## src/rtl/fb_mem_arbiter_pkg.sv

```systemverilog
// Shared types and constants for the frame-buffer arbiter: FSM states,
// transaction owner and the 2-bit cell encoding packed 16 per word.
package fb_pkg;

    typedef enum logic [1:0] {
        IDLE    = 2'd0,
        CMD     = 2'd1,
        WAIT_RD = 2'd2,
        WAIT_WR = 2'd3
    } arb_state_t;

    typedef enum logic {
        OWN_DISP = 1'b0,
        OWN_SIM  = 1'b1
    } owner_t;

    localparam int CELL_W         = 2;
    localparam int CELLS_PER_WORD = 16;

    localparam logic [CELL_W-1:0] EMPTY    = 2'd0;
    localparam logic [CELL_W-1:0] SAND     = 2'd1;
    localparam logic [CELL_W-1:0] SAND_ALT = 2'd2;
    localparam logic [CELL_W-1:0] WALL     = 2'd3;

    // Extract cell idx (0 = least significant) from a packed word.
    function automatic logic [CELL_W-1:0] cell_at(input logic [CELL_W*CELLS_PER_WORD-1:0] word,
                                                  input int idx);
        return word[idx*CELL_W +: CELL_W];
    endfunction

endpackage

```

## src/rtl/fb_mem_arbiter_if.sv

```systemverilog
// Avalon-MM frame-buffer master bus shared between the arbiter (master)
// and the memory slave.
interface fb_mem_arbiter_if #(
    parameter int ADDR_W = 16,
    parameter int DATA_W = 32
);
    logic [ADDR_W-1:0] avm_address;
    logic              avm_read;
    logic              avm_write;
    logic [DATA_W-1:0] avm_writedata;
    logic              avm_waitrequest;
    logic [DATA_W-1:0] avm_readdata;
    logic              avm_readdatavalid;
    logic              avm_writeresponsevalid;

    modport master (
        output avm_address, avm_read, avm_write, avm_writedata,
        input  avm_waitrequest, avm_readdata, avm_readdatavalid, avm_writeresponsevalid
    );

    modport slave (
        input  avm_address, avm_read, avm_write, avm_writedata,
        output avm_waitrequest, avm_readdata, avm_readdatavalid, avm_writeresponsevalid
    );
endinterface

```

## src/rtl/fb_mem_arbiter_pick.sv

```systemverilog
// Grant decision for the frame-buffer arbiter: display wins contention
// unless the simulation requester has been passed over STARVE_MAX times.
module fb_arb_pick #(
    parameter int STARVE_MAX = 4
) (
    input  logic clock,
    input  logic reset,
    input  logic arb_en,
    input  logic disp_req,
    input  logic sim_req,
    output logic grant_valid,
    output logic grant_sim
);
    localparam int CNT_W = $clog2(STARVE_MAX + 1);
    localparam logic [CNT_W-1:0] CNT_MAX = CNT_W'(STARVE_MAX);

    logic [CNT_W-1:0] starve_cnt_reg;

    always_comb begin
        grant_valid = arb_en & (disp_req | sim_req);
        grant_sim   = arb_en & sim_req & (~disp_req | (starve_cnt_reg == CNT_MAX));
    end

    // Counts display grants made over a waiting sim request; any gap in
    // sim_req or a sim grant restarts the window.
    always_ff @(posedge clock) begin
        if (reset) begin
            starve_cnt_reg <= '0;
        end else if (arb_en) begin
            if (!sim_req || grant_sim) begin
                starve_cnt_reg <= '0;
            end else if (disp_req && starve_cnt_reg != CNT_MAX) begin
                starve_cnt_reg <= starve_cnt_reg + 1'b1;
            end
        end
    end
endmodule

```

## src/rtl/fb_mem_arbiter.sv

```systemverilog
// Two-requester arbiter for the single Avalon-MM frame-buffer master, one
// transaction in flight. Define FB_ARB_STATS_EN to add grant/stall counters.
module fb_mem_arbiter
    import fb_pkg::*;
#(
    parameter int ADDR_W     = 16,
    parameter int DATA_W     = 32,
    parameter int STARVE_MAX = 4
) (
    input  logic              clock,
    input  logic              reset,
    input  logic              disp_req,
    input  logic [ADDR_W-1:0] disp_addr,
    output logic              disp_ack,
    output logic              disp_rvalid,
    output logic [DATA_W-1:0] disp_rdata,
    input  logic              sim_req,
    input  logic              sim_we,
    input  logic [ADDR_W-1:0] sim_addr,
    input  logic [DATA_W-1:0] sim_wdata,
    output logic              sim_ack,
    output logic              sim_rvalid,
    output logic              sim_wdone,
    output logic [DATA_W-1:0] sim_rdata,
    fb_mem_arbiter_if.master  avm,
    output logic              busy
`ifdef FB_ARB_STATS_EN
    ,
    output logic [15:0]       disp_grants,
    output logic [15:0]       sim_grants,
    output logic [15:0]       stall_cycles
`endif
);
    localparam logic [1:0] ST_IDLE    = IDLE;
    localparam logic [1:0] ST_CMD     = CMD;
    localparam logic [1:0] ST_WAIT_RD = WAIT_RD;
    localparam logic [1:0] ST_WAIT_WR = WAIT_WR;

    logic [1:0]        state_reg;
    owner_t            owner_reg;
    logic [ADDR_W-1:0] addr_reg;
    logic              we_reg;
    logic [DATA_W-1:0] wdata_reg;
    logic [DATA_W-1:0] disp_rdata_reg;
    logic [DATA_W-1:0] sim_rdata_reg;
    logic              disp_rvalid_reg;
    logic              sim_rvalid_reg;
    logic              sim_wdone_reg;

    logic grant_valid;
    logic grant_sim;
    logic accept;

    fb_arb_pick #(.STARVE_MAX(STARVE_MAX)) u_pick (
        .clock       (clock),
        .reset       (reset),
        .arb_en      (state_reg == ST_IDLE),
        .disp_req    (disp_req),
        .sim_req     (sim_req),
        .grant_valid (grant_valid),
        .grant_sim   (grant_sim)
    );

    assign accept = (state_reg == ST_CMD) && !avm.avm_waitrequest;

    always_ff @(posedge clock) begin
        if (reset) begin
            state_reg       <= ST_IDLE;
            owner_reg       <= OWN_DISP;
            addr_reg        <= '0;
            we_reg          <= 1'b0;
            wdata_reg       <= '0;
            disp_rdata_reg  <= '0;
            sim_rdata_reg   <= '0;
            disp_rvalid_reg <= 1'b0;
            sim_rvalid_reg  <= 1'b0;
            sim_wdone_reg   <= 1'b0;
        end else begin
            disp_rvalid_reg <= 1'b0;
            sim_rvalid_reg  <= 1'b0;
            sim_wdone_reg   <= 1'b0;
            case (state_reg)
                ST_IDLE: begin
                    if (grant_valid) begin
                        owner_reg <= grant_sim ? OWN_SIM : OWN_DISP;
                        addr_reg  <= grant_sim ? sim_addr : disp_addr;
                        we_reg    <= grant_sim & sim_we;
                        wdata_reg <= grant_sim ? sim_wdata : wdata_reg;
                        state_reg <= ST_CMD;
                    end
                end
                ST_CMD: begin
                    if (accept) begin
                        state_reg <= we_reg ? ST_WAIT_WR : ST_WAIT_RD;
                    end
                end
                ST_WAIT_RD: begin
                    // Data lands only in the owner's register; the other side keeps its last word.
                    if (avm.avm_readdatavalid) begin
                        if (owner_reg == OWN_SIM) begin
                            sim_rdata_reg  <= avm.avm_readdata;
                            sim_rvalid_reg <= 1'b1;
                        end else begin
                            disp_rdata_reg  <= avm.avm_readdata;
                            disp_rvalid_reg <= 1'b1;
                        end
                        state_reg <= ST_IDLE;
                    end
                end
                ST_WAIT_WR: begin
                    if (avm.avm_writeresponsevalid) begin
                        sim_wdone_reg <= 1'b1;
                        state_reg     <= ST_IDLE;
                    end
                end
                default: state_reg <= ST_IDLE;
            endcase
        end
    end

    assign avm.avm_address   = addr_reg;
    assign avm.avm_writedata = wdata_reg;
    assign avm.avm_read      = (state_reg == ST_CMD) && !we_reg;
    assign avm.avm_write     = (state_reg == ST_CMD) && we_reg;

    assign disp_ack    = accept && (owner_reg == OWN_DISP);
    assign sim_ack     = accept && (owner_reg == OWN_SIM);
    assign disp_rvalid = disp_rvalid_reg;
    assign disp_rdata  = disp_rdata_reg;
    assign sim_rvalid  = sim_rvalid_reg;
    assign sim_wdone   = sim_wdone_reg;
    assign sim_rdata   = sim_rdata_reg;
    assign busy        = (state_reg != ST_IDLE);

`ifdef FB_ARB_STATS_EN
    logic [2:0]  stat_inc;
    logic [15:0] stat_reg [3];

    assign stat_inc = {(state_reg == ST_CMD) && avm.avm_waitrequest,
                       grant_valid && grant_sim,
                       grant_valid && !grant_sim};

    for (genvar gi = 0; gi < 3; gi++) begin : g_stat
        always_ff @(posedge clock) begin
            if (reset) begin
                stat_reg[gi] <= '0;
            end else if (stat_inc[gi] && stat_reg[gi] != 16'hFFFF) begin
                stat_reg[gi] <= stat_reg[gi] + 16'd1;
            end
        end
    end

    assign disp_grants  = stat_reg[0];
    assign sim_grants   = stat_reg[1];
    assign stall_cycles = stat_reg[2];
`endif
endmodule

```

## src/flat_wrapper.sv

```systemverilog
// flat-port wrapper written by rule: the top's interface ports become plain ports
module fb_mem_arbiter_flat import fb_pkg::*;
#(
    parameter int ADDR_W     = 16,
    parameter int DATA_W     = 32,
    parameter int STARVE_MAX = 4
)
  (clock, reset, disp_req, disp_addr, disp_ack, disp_rvalid, disp_rdata, sim_req, sim_we, sim_addr, sim_wdata, sim_ack, sim_rvalid, sim_wdone, sim_rdata, busy, avm_avm_address, avm_avm_read, avm_avm_write, avm_avm_writedata, avm_avm_waitrequest, avm_avm_readdata, avm_avm_readdatavalid, avm_avm_writeresponsevalid);
  fb_mem_arbiter_if #(.ADDR_W(ADDR_W), .DATA_W(DATA_W)) avm_i ();
  input  logic clock;
  input  logic reset;
  input  logic disp_req;
  input  logic [ADDR_W-1:0] disp_addr;
  output logic disp_ack;
  output logic disp_rvalid;
  output logic [DATA_W-1:0] disp_rdata;
  input  logic sim_req;
  input  logic sim_we;
  input  logic [ADDR_W-1:0] sim_addr;
  input  logic [DATA_W-1:0] sim_wdata;
  output logic sim_ack;
  output logic sim_rvalid;
  output logic sim_wdone;
  output logic [DATA_W-1:0] sim_rdata;
  output logic busy;
  output wire logic [$bits(avm_i.avm_address)-1:0] avm_avm_address;
  output wire logic [$bits(avm_i.avm_read)-1:0] avm_avm_read;
  output wire logic [$bits(avm_i.avm_write)-1:0] avm_avm_write;
  output wire logic [$bits(avm_i.avm_writedata)-1:0] avm_avm_writedata;
  input wire logic [$bits(avm_i.avm_waitrequest)-1:0] avm_avm_waitrequest;
  input wire logic [$bits(avm_i.avm_readdata)-1:0] avm_avm_readdata;
  input wire logic [$bits(avm_i.avm_readdatavalid)-1:0] avm_avm_readdatavalid;
  input wire logic [$bits(avm_i.avm_writeresponsevalid)-1:0] avm_avm_writeresponsevalid;
  assign avm_avm_address = avm_i.avm_address;
  assign avm_avm_read = avm_i.avm_read;
  assign avm_avm_write = avm_i.avm_write;
  assign avm_avm_writedata = avm_i.avm_writedata;
  assign avm_i.avm_waitrequest = avm_avm_waitrequest;
  assign avm_i.avm_readdata = avm_avm_readdata;
  assign avm_i.avm_readdatavalid = avm_avm_readdatavalid;
  assign avm_i.avm_writeresponsevalid = avm_avm_writeresponsevalid;
  fb_mem_arbiter #(.ADDR_W(ADDR_W), .DATA_W(DATA_W), .STARVE_MAX(STARVE_MAX)) u_core (.clock(clock), .reset(reset), .disp_req(disp_req), .disp_addr(disp_addr), .disp_ack(disp_ack), .disp_rvalid(disp_rvalid), .disp_rdata(disp_rdata), .sim_req(sim_req), .sim_we(sim_we), .sim_addr(sim_addr), .sim_wdata(sim_wdata), .sim_ack(sim_ack), .sim_rvalid(sim_rvalid), .sim_wdone(sim_wdone), .sim_rdata(sim_rdata), .avm(avm_i), .busy(busy));
endmodule
```

## config.mk

```make
export PLATFORM = sky130hd
export DESIGN_NAME = fb_mem_arbiter_flat
export DESIGN_NICKNAME = d
export VERILOG_FILES = /design/src/rtl/fb_mem_arbiter_pkg.sv /design/src/rtl/fb_mem_arbiter_if.sv /design/src/rtl/fb_mem_arbiter_pick.sv /design/src/rtl/fb_mem_arbiter.sv /design/src/flat_wrapper.sv
export SDC_FILE = /design/constraint.sdc
export NUM_CORES = 1
export LEC_CHECK = 0
export CAP_MARGIN = 20
export CORE_MARGIN = 5
export CORE_UTILIZATION = 30
export CTS_CLUSTER_SIZE = 20
export DETAILED_ROUTE_END_ITERATION = 7
export PLACE_DENSITY_LB_ADDON = 0.1
export SETUP_SLACK_MARGIN = 0.2
export SYNTH_ARGS = -nofsm -noshare
export SYNTH_HDL_FRONTEND = slang
export SYNTH_SLANG_ARGS = --single-unit
```

## constraint.sdc

```tcl
create_clock -name clock -period 2 [get_ports clock]
set_clock_uncertainty 0.15 [all_clocks]
set_input_delay 0.3 -clock clock [delete_from_list [all_inputs] [get_ports clock]]
set_output_delay 0.3 -clock clock [all_outputs]
set_load 0.02 [all_outputs]
```

==> results of run 1 <==
==> metal layers <==
layer | GRT usage (%) | wire length (µm)
met1 | 20.12 | 6829
met2 | 30.03 | 8223
met3 | 7.021 | 1446
met4 | 7.167 | 394
met5 | 0 | 0
==> placed cells by master, fill, tap and decap left out, drive strengths merged, types with 2 or more instances in the layout <==
master and n:
inv 5, nor4bb 3, nand3b 2, clkinv 4, bufinv 2, nand3 50
o21ai 51, nor2 9, ha 2, clkinvlp 3, a21oi 118, buf 32
and4b 2, dfxtp 122, dlygate4sd2 115, nor3b 2, or3b 2, clkbuf 24
nand2 132, a311oi 16, clkdlybuf4s50 102
==> area by class of cell <==
| class | count | area (µm²) |
|---|---|---|
| clock buffers | 22 | 484.2 |
| clock inverters | 10 | 115.1 |
| fillers | 1470 | 7508 |
| inverters | 4 | 15.01 |
| multi-input cells | 399 | 2043 |
| flip-flops and latches | 122 | 2447 |
| well taps | 211 | 264.0 |
| repair buffers | 251 | 2437 |
==> what timing repair did <==
item | CTS | global route
endpoints found under the setup margin | 135 | 19
gates resized for setup | 145 | 12
setup buffers | 0 | 1
pin swaps | 2 | 5
cloned | 0 | 2
==> through the flow <==
stage	hold WS (ps)	utilization, %
floorplan	286.0	-
global placement	292.4	47.45
detailed placement	299.5	47.45
CTS	123.4	50.43
global route	133.6	50.97
finish	128.3	50.97
==> final timing paths <==
path	endpoint	slack, ps	cells after the start	startpoint
setup / recovery	sim_ack	170	3	u_core.state_reg[0]
setup reg to reg	u_core.avm.avm_address[2]	240	5	u_core.state_reg[1]
hold / removal	u_core.state_reg[1]	130	2	reset
hold reg to reg	u_core.disp_rdata[12]	300	2	u_core.disp_rdata[12]
==> worst register-to-register path: cells and delay by family, from the launching register on <==
kind | cells | cell delay, ps
AO/OA/AOI/OAI | 2 | 320
AND/OR/NAND/NOR | 1 | 400
buffers and inverters | 2 | 420
flip-flops | 1 | 320
==> synth_stat cells (3+ instances only) <==
| cell type | count | area share (%) |
|---|---|---|
| a21oi_1 | 118 | 13 |
| a311oi_1 | 16 | 3.0 |
| buf_2 | 17 | 1.8 |
| buf_4 | 3 | 0.48 |
| clkbuf_1 | 33 | 2.6 |
| clkbuf_2 | 3 | 0.32 |
| dfxtp_1 | 122 | 52 |
| inv_1 | 4 | 0.32 |
| nand2_1 | 132 | 11 |
| nand3_1 | 50 | 5.3 |
| nor2_1 | 7 | 0.56 |
| nor4bb_1 | 3 | 0.64 |
| o21ai_0 | 49 | 5.2 |
==> cells by family (layout without fill, tap and decap cells) <==
kind of cell,count (synthesis),in the layout
adder cells (fa/ha/maj),2,2
flip-flops,122,122
AND/OR/NAND/NOR,207,207
buffers and inverters,61,287
multiplexers,1,1
AO/OA/AOI/OAI,189,189
==> where the power goes <==
| part | switching, mW | leakage [nW] | internal (mW) |
|---|---|---|---|
| clock network | 1.10 | 0.289 | 1.96 |
| registers | 0.0481 | 0.992 | 2.53 |
| logic | 0.496 | 1.96 | 0.449 |
| total | 1.64 | 3.24 | 4.94 |
==> results_dict.tcl, run 1 <==
set metrics [dict create \
    htreeDepth 4 \
    setup.worst_path.end_class "primary output" \
    drt_wl_total_mm 16.90 \
    worstSetupStartpointType "flop" \
    vias_per_cell 4.931 \
    num_rows 45 \
    synthFlopType "dfxtp_1" \
    pin_count 224 \
    track_usage_pct 17.80 \
    power_mw 6.582 \
    dr.pass1.iters 6 \
    seq_area_frac_synth_pct 51.91 \
    ys_seq_elements 122 \
    clkSinkCount 122 \
    path_max_fanout 3 \
    fin_area_um2 7806 \
    final_antenna_net_count 0 \
    area_growth_pct 65.93 \
    ys_async_sr_fraction_pct 0 \
    clk_latency_ps 410 \
    clk_pin_slew_ps 60 \
    finalCriticalPeriod_ps 1828 \
    syn-mean-instance-area_um2 8.083 \
    rsz0062_at_grt "true" \
    grt_antenna_before_repair 0 \
    dp_hpwl_mm 11.51 \
    die_h_um 135.2 \
    dpl_cell_area_um2 7267 \
    die-area_um2 18290 \
    core_um2 15310 \
    cts_hold_buffers 0 \
    synth-xor-area-share_pct 0 \
    synth_adder_area_share_pct 0.5319 \
    drc 0 \
    leakagePower_nw 3.240 \
    synthMuxAreaShare_pct 0.2128 \
    fmax_mhz 547.2 \
    drv_slew 0 \
    pre_cts_ws_ps -370.4 \
    start_util_pct 30.72 \
    synth_area_um2 4705 \
    grt_max_degree 42 \
    critPathKind "reg -> out" \
    setup_violations 0 \
    synth_top_family_by_area "compound AO/OA/AOI/OAI gates" \
    hold_path.class "in -> reg" \
    num_vias 5025 \
    crit_slowest_cell "or3b_4" \
    hold_viol_final 0 \
    synth.distinct_cells 33 \
    cp.arrival_ps 1380 \
    cp.required_ps 1550 \
    final_cells 1019 \
    ys.warnings.count 0 \
    dp_cells 984 \
    routedWlPerCell_um 16.58 \
    critPathTopFamily "simple AND/OR/NAND/NOR gates" \
    root_buffer "clkbuf_16" \
    grt_pass1_vias 4992 \
    max_cap_viol_count 0 \
    worstMarginPinSlew_ps 433.0 \
    yosys.area_share.simple_pct 19.84 \
    drt_iter0_drc 244 \
    max_stage_delay_ps 390 \
    power_density_nw_per_um2 843.2 \
    cts_buffers 17 \
    status "completed" \
    syn_inst 582 \
    relSlewSlack_pct 71.06 \
    grt_pass1_wl_mm 25.97 \
    synth_compound_area_share_pct 21.70 \
    portBuffers 223 \
    gp_congestion 0.7802 \
    drive_above_1_share_pct 9.901 \
    fin_setup_tns_ps 0 \
    cp_cell_sequence "or3b_4 -> nor2_1 -> buf_4" \
    final_nets 901 \
    irDropWorstVdd_mv 0.5319 \
    cts_tree "built" \
    gr-total-overflow 0 \
    diodes 0 \
    fin_crit_sh_pct 91.38 \
    path_buf_inv 1 \
    synth_nets 688 \
    die_w_um 135.2 \
    synth_edf_count 0 \
    worst_slack_ps 172.4 \
    cts_buffer_depth 2 \
]
(Power assumes the default switching activity.)
==> inputs of run 2 (changes only) <==
==> constraint.sdc (replaced) <==
create_clock -name clock -period 2 [get_ports clock]
set_clock_uncertainty 0.15 [all_clocks]
set_input_delay 0.6 -clock clock [delete_from_list [all_inputs] [get_ports clock]]
set_output_delay 0.6 -clock clock [all_outputs]
set_load 0.02 [all_outputs]
==> results_dict.tcl, run 2 (synthesis gave the netlist of run 1 again) <==
set metrics [dict create \
    final_cells 1033 \
    gr-total-overflow 0 \
    max_cap_viol_count 0 \
    whs_path_depth 2 \
    drc 0 \
    final_cell_mix "nand2_1, dfxtp_1, a21oi_1" \
    start_util_pct 30.72 \
    path_max_fanout 2 \
    num_vias 5111 \
    crit_top_cell "buf_6" \
    p_comb_share_pct 15.1 \
    hold_path.class "reg -> reg" \
    fmax_mhz 451.6 \
    grt_pass1_vias 5025 \
    worstMarginPinSlew_ps 418.2 \
    die-area_um2 18290 \
    clk_pin_slew_ps 50 \
    critPathTopFamily "simple AND/OR/NAND/NOR gates" \
    hold_viol_final 0 \
    worst_slack_ps -214.1 \
    status "finished, violations left" \
    track_usage_pct 17.67 \
    dr.pass1.iters 4 \
    leakagePower_nw 3.061 \
    grt_pass1_wl_mm 25.70 \
    pin_count 224 \
    relSlewSlack_pct 72.12 \
    power_density_nw_per_um2 884.9 \
    path_buf_inv 2 \
    seqCellArea_um2 2444 \
    rsz0062_at_grt "true" \
    seqPwrFrac_pct 36.7 \
    htreeDepth 4 \
    pre_cts_ws_ps -915.9 \
    fillers 1469 \
    irDropWorstVdd_mv 0.5695 \
    cp.arrival_ps 1460 \
    final_nets 914 \
    cts_tree "built" \
    finalCriticalPeriod_ps 2214 \
    grt_antenna_before_repair 2 \
    cts_buffers 17 \
    dp_hpwl_mm 11.56 \
    violations "negative setup slack" \
    clkSinkCount 122 \
    dp_cells 990 \
    fin_crit_sh_pct 110.7 \
    routedWlPerCell_um 16.71 \
    vias_per_cell 4.948 \
    drt_iter0_drc 184 \
    switching_share_pct 24.45 \
    p_clk_share_pct 48.1 \
    p_int_mw 5.291 \
    power_switching_mw 1.712 \
    fin_setup_tns_ps -827.1 \
    drv_slew 0 \
    die_w_um 135.2 \
    final_antenna_net_count 0 \
    timing.reg2reg.worst_path_depth 5 \
    die_h_um 135.2 \
    portBuffers 223 \
    worstSetupStartpointType "flop" \
    cp.required_ps 1250 \
    setup_violations 5 \
    cp_cell_sequence "or3b_4 -> buf_6 -> nor2_4 -> buf_6" \
    root_buffer "clkbuf_16" \
    grt_max_degree 51 \
    core_um2 15310 \
    max_stage_delay_ps 400 \
    cp.depth 4 \
    layout_commonest_cell "nand2_1" \
    setup.worst_path.end_class "primary output" \
    multi_input_area_um2 2105 \
    drt_wl_total_mm 17.26 \
    area_growth_pct 68.22 \
    gp_congestion 0.7564 \
    drive_above_1_share_pct 27.04 \
    clk_latency_ps 410 \
    num_rows 45 \
    cts_buffer_depth 2 \
    crit_slowest_cell "or3b_4" \
    critPathKind "reg -> out" \
]
## run 2: tightest hold or removal path: stages, from the launching register on
cell and delay [ps]:
dfxtp_1 300, nand2_1 50, a21oi_1 50
## run 2: worst paths after layout
kind	startpoint	slack, ps	end
max	u_core.state_reg[0]	-210	sim_ack
max reg2reg	u_core.state_reg[0]	230	u_core.avm.avm_address[13]
min	u_core.disp_rdata[2]	300	u_core.disp_rdata[2]
min reg2reg	u_core.disp_rdata[2]	300	u_core.disp_rdata[2]
## run 2: routing by layer
metal  global-route usage [%]  part of all wire [%]  up-vias
met4                    7.391                   2.2        2
met1                    20.82                    41     2424
met2                    28.62                    49      182
met3                    7.021                   7.3       32
met5                        0                 0.041        -
li1                         -                     -     2471
## run 2: repair_timing
action | CTS | global route
hold buffers | 0 | 0
cloned | 0 | 6
endpoints found under the hold margin | 0 | 0
pin swaps | 2 | 7
buffers inserted | 0 | 4
gates resized for setup | 414 | 94
setup endpoints to repair | 160 | 118
## run 2: power by group through the flow
stage          Combinational, mW  Sequential, mW  Clock [mW]
2_1_floorplan              0.339            2.72           0
3_3_place_gp               0.992            2.62           0
3_5_place_dp                1.00            2.62           0
4_1_cts                    0.975            2.57        3.47
5_1_grt                     1.13            2.58        3.57
6_report                    1.06            2.57        3.37
## run 2: final cells by class
| type | count | area share, % |
|---|---|---|
| Sequential cell | 122 | 30.88 |
| Inverter | 4 | 0.1897 |
| Clock buffer | 18 | 5.549 |
| Timing Repair Buffer | 264 | 30.67 |
| Multi-Input combinational cell | 399 | 26.59 |
| Tap cell | 211 | 3.336 |
| Antenna cell | 1 | 0.03162 |
| Clock inverter | 14 | 2.751 |
## run 2: stage by stage
stage / total power, mW / instance area [µm²] / hold WS (ps) / util (%)
after global routing: 7.288 / 7914 / 325.3 / 51.67
final: 7.003 / 7914 / 298.4 / 51.67
after floorplan: 3.063 / 4727 / 299.2 / -
after global placement: 3.610 / 7332 / 293.1 / 47.88
after CTS: 7.020 / 7973 / 304.3 / 52.06
after detailed placement: 3.625 / 7332 / 297.6 / 47.88
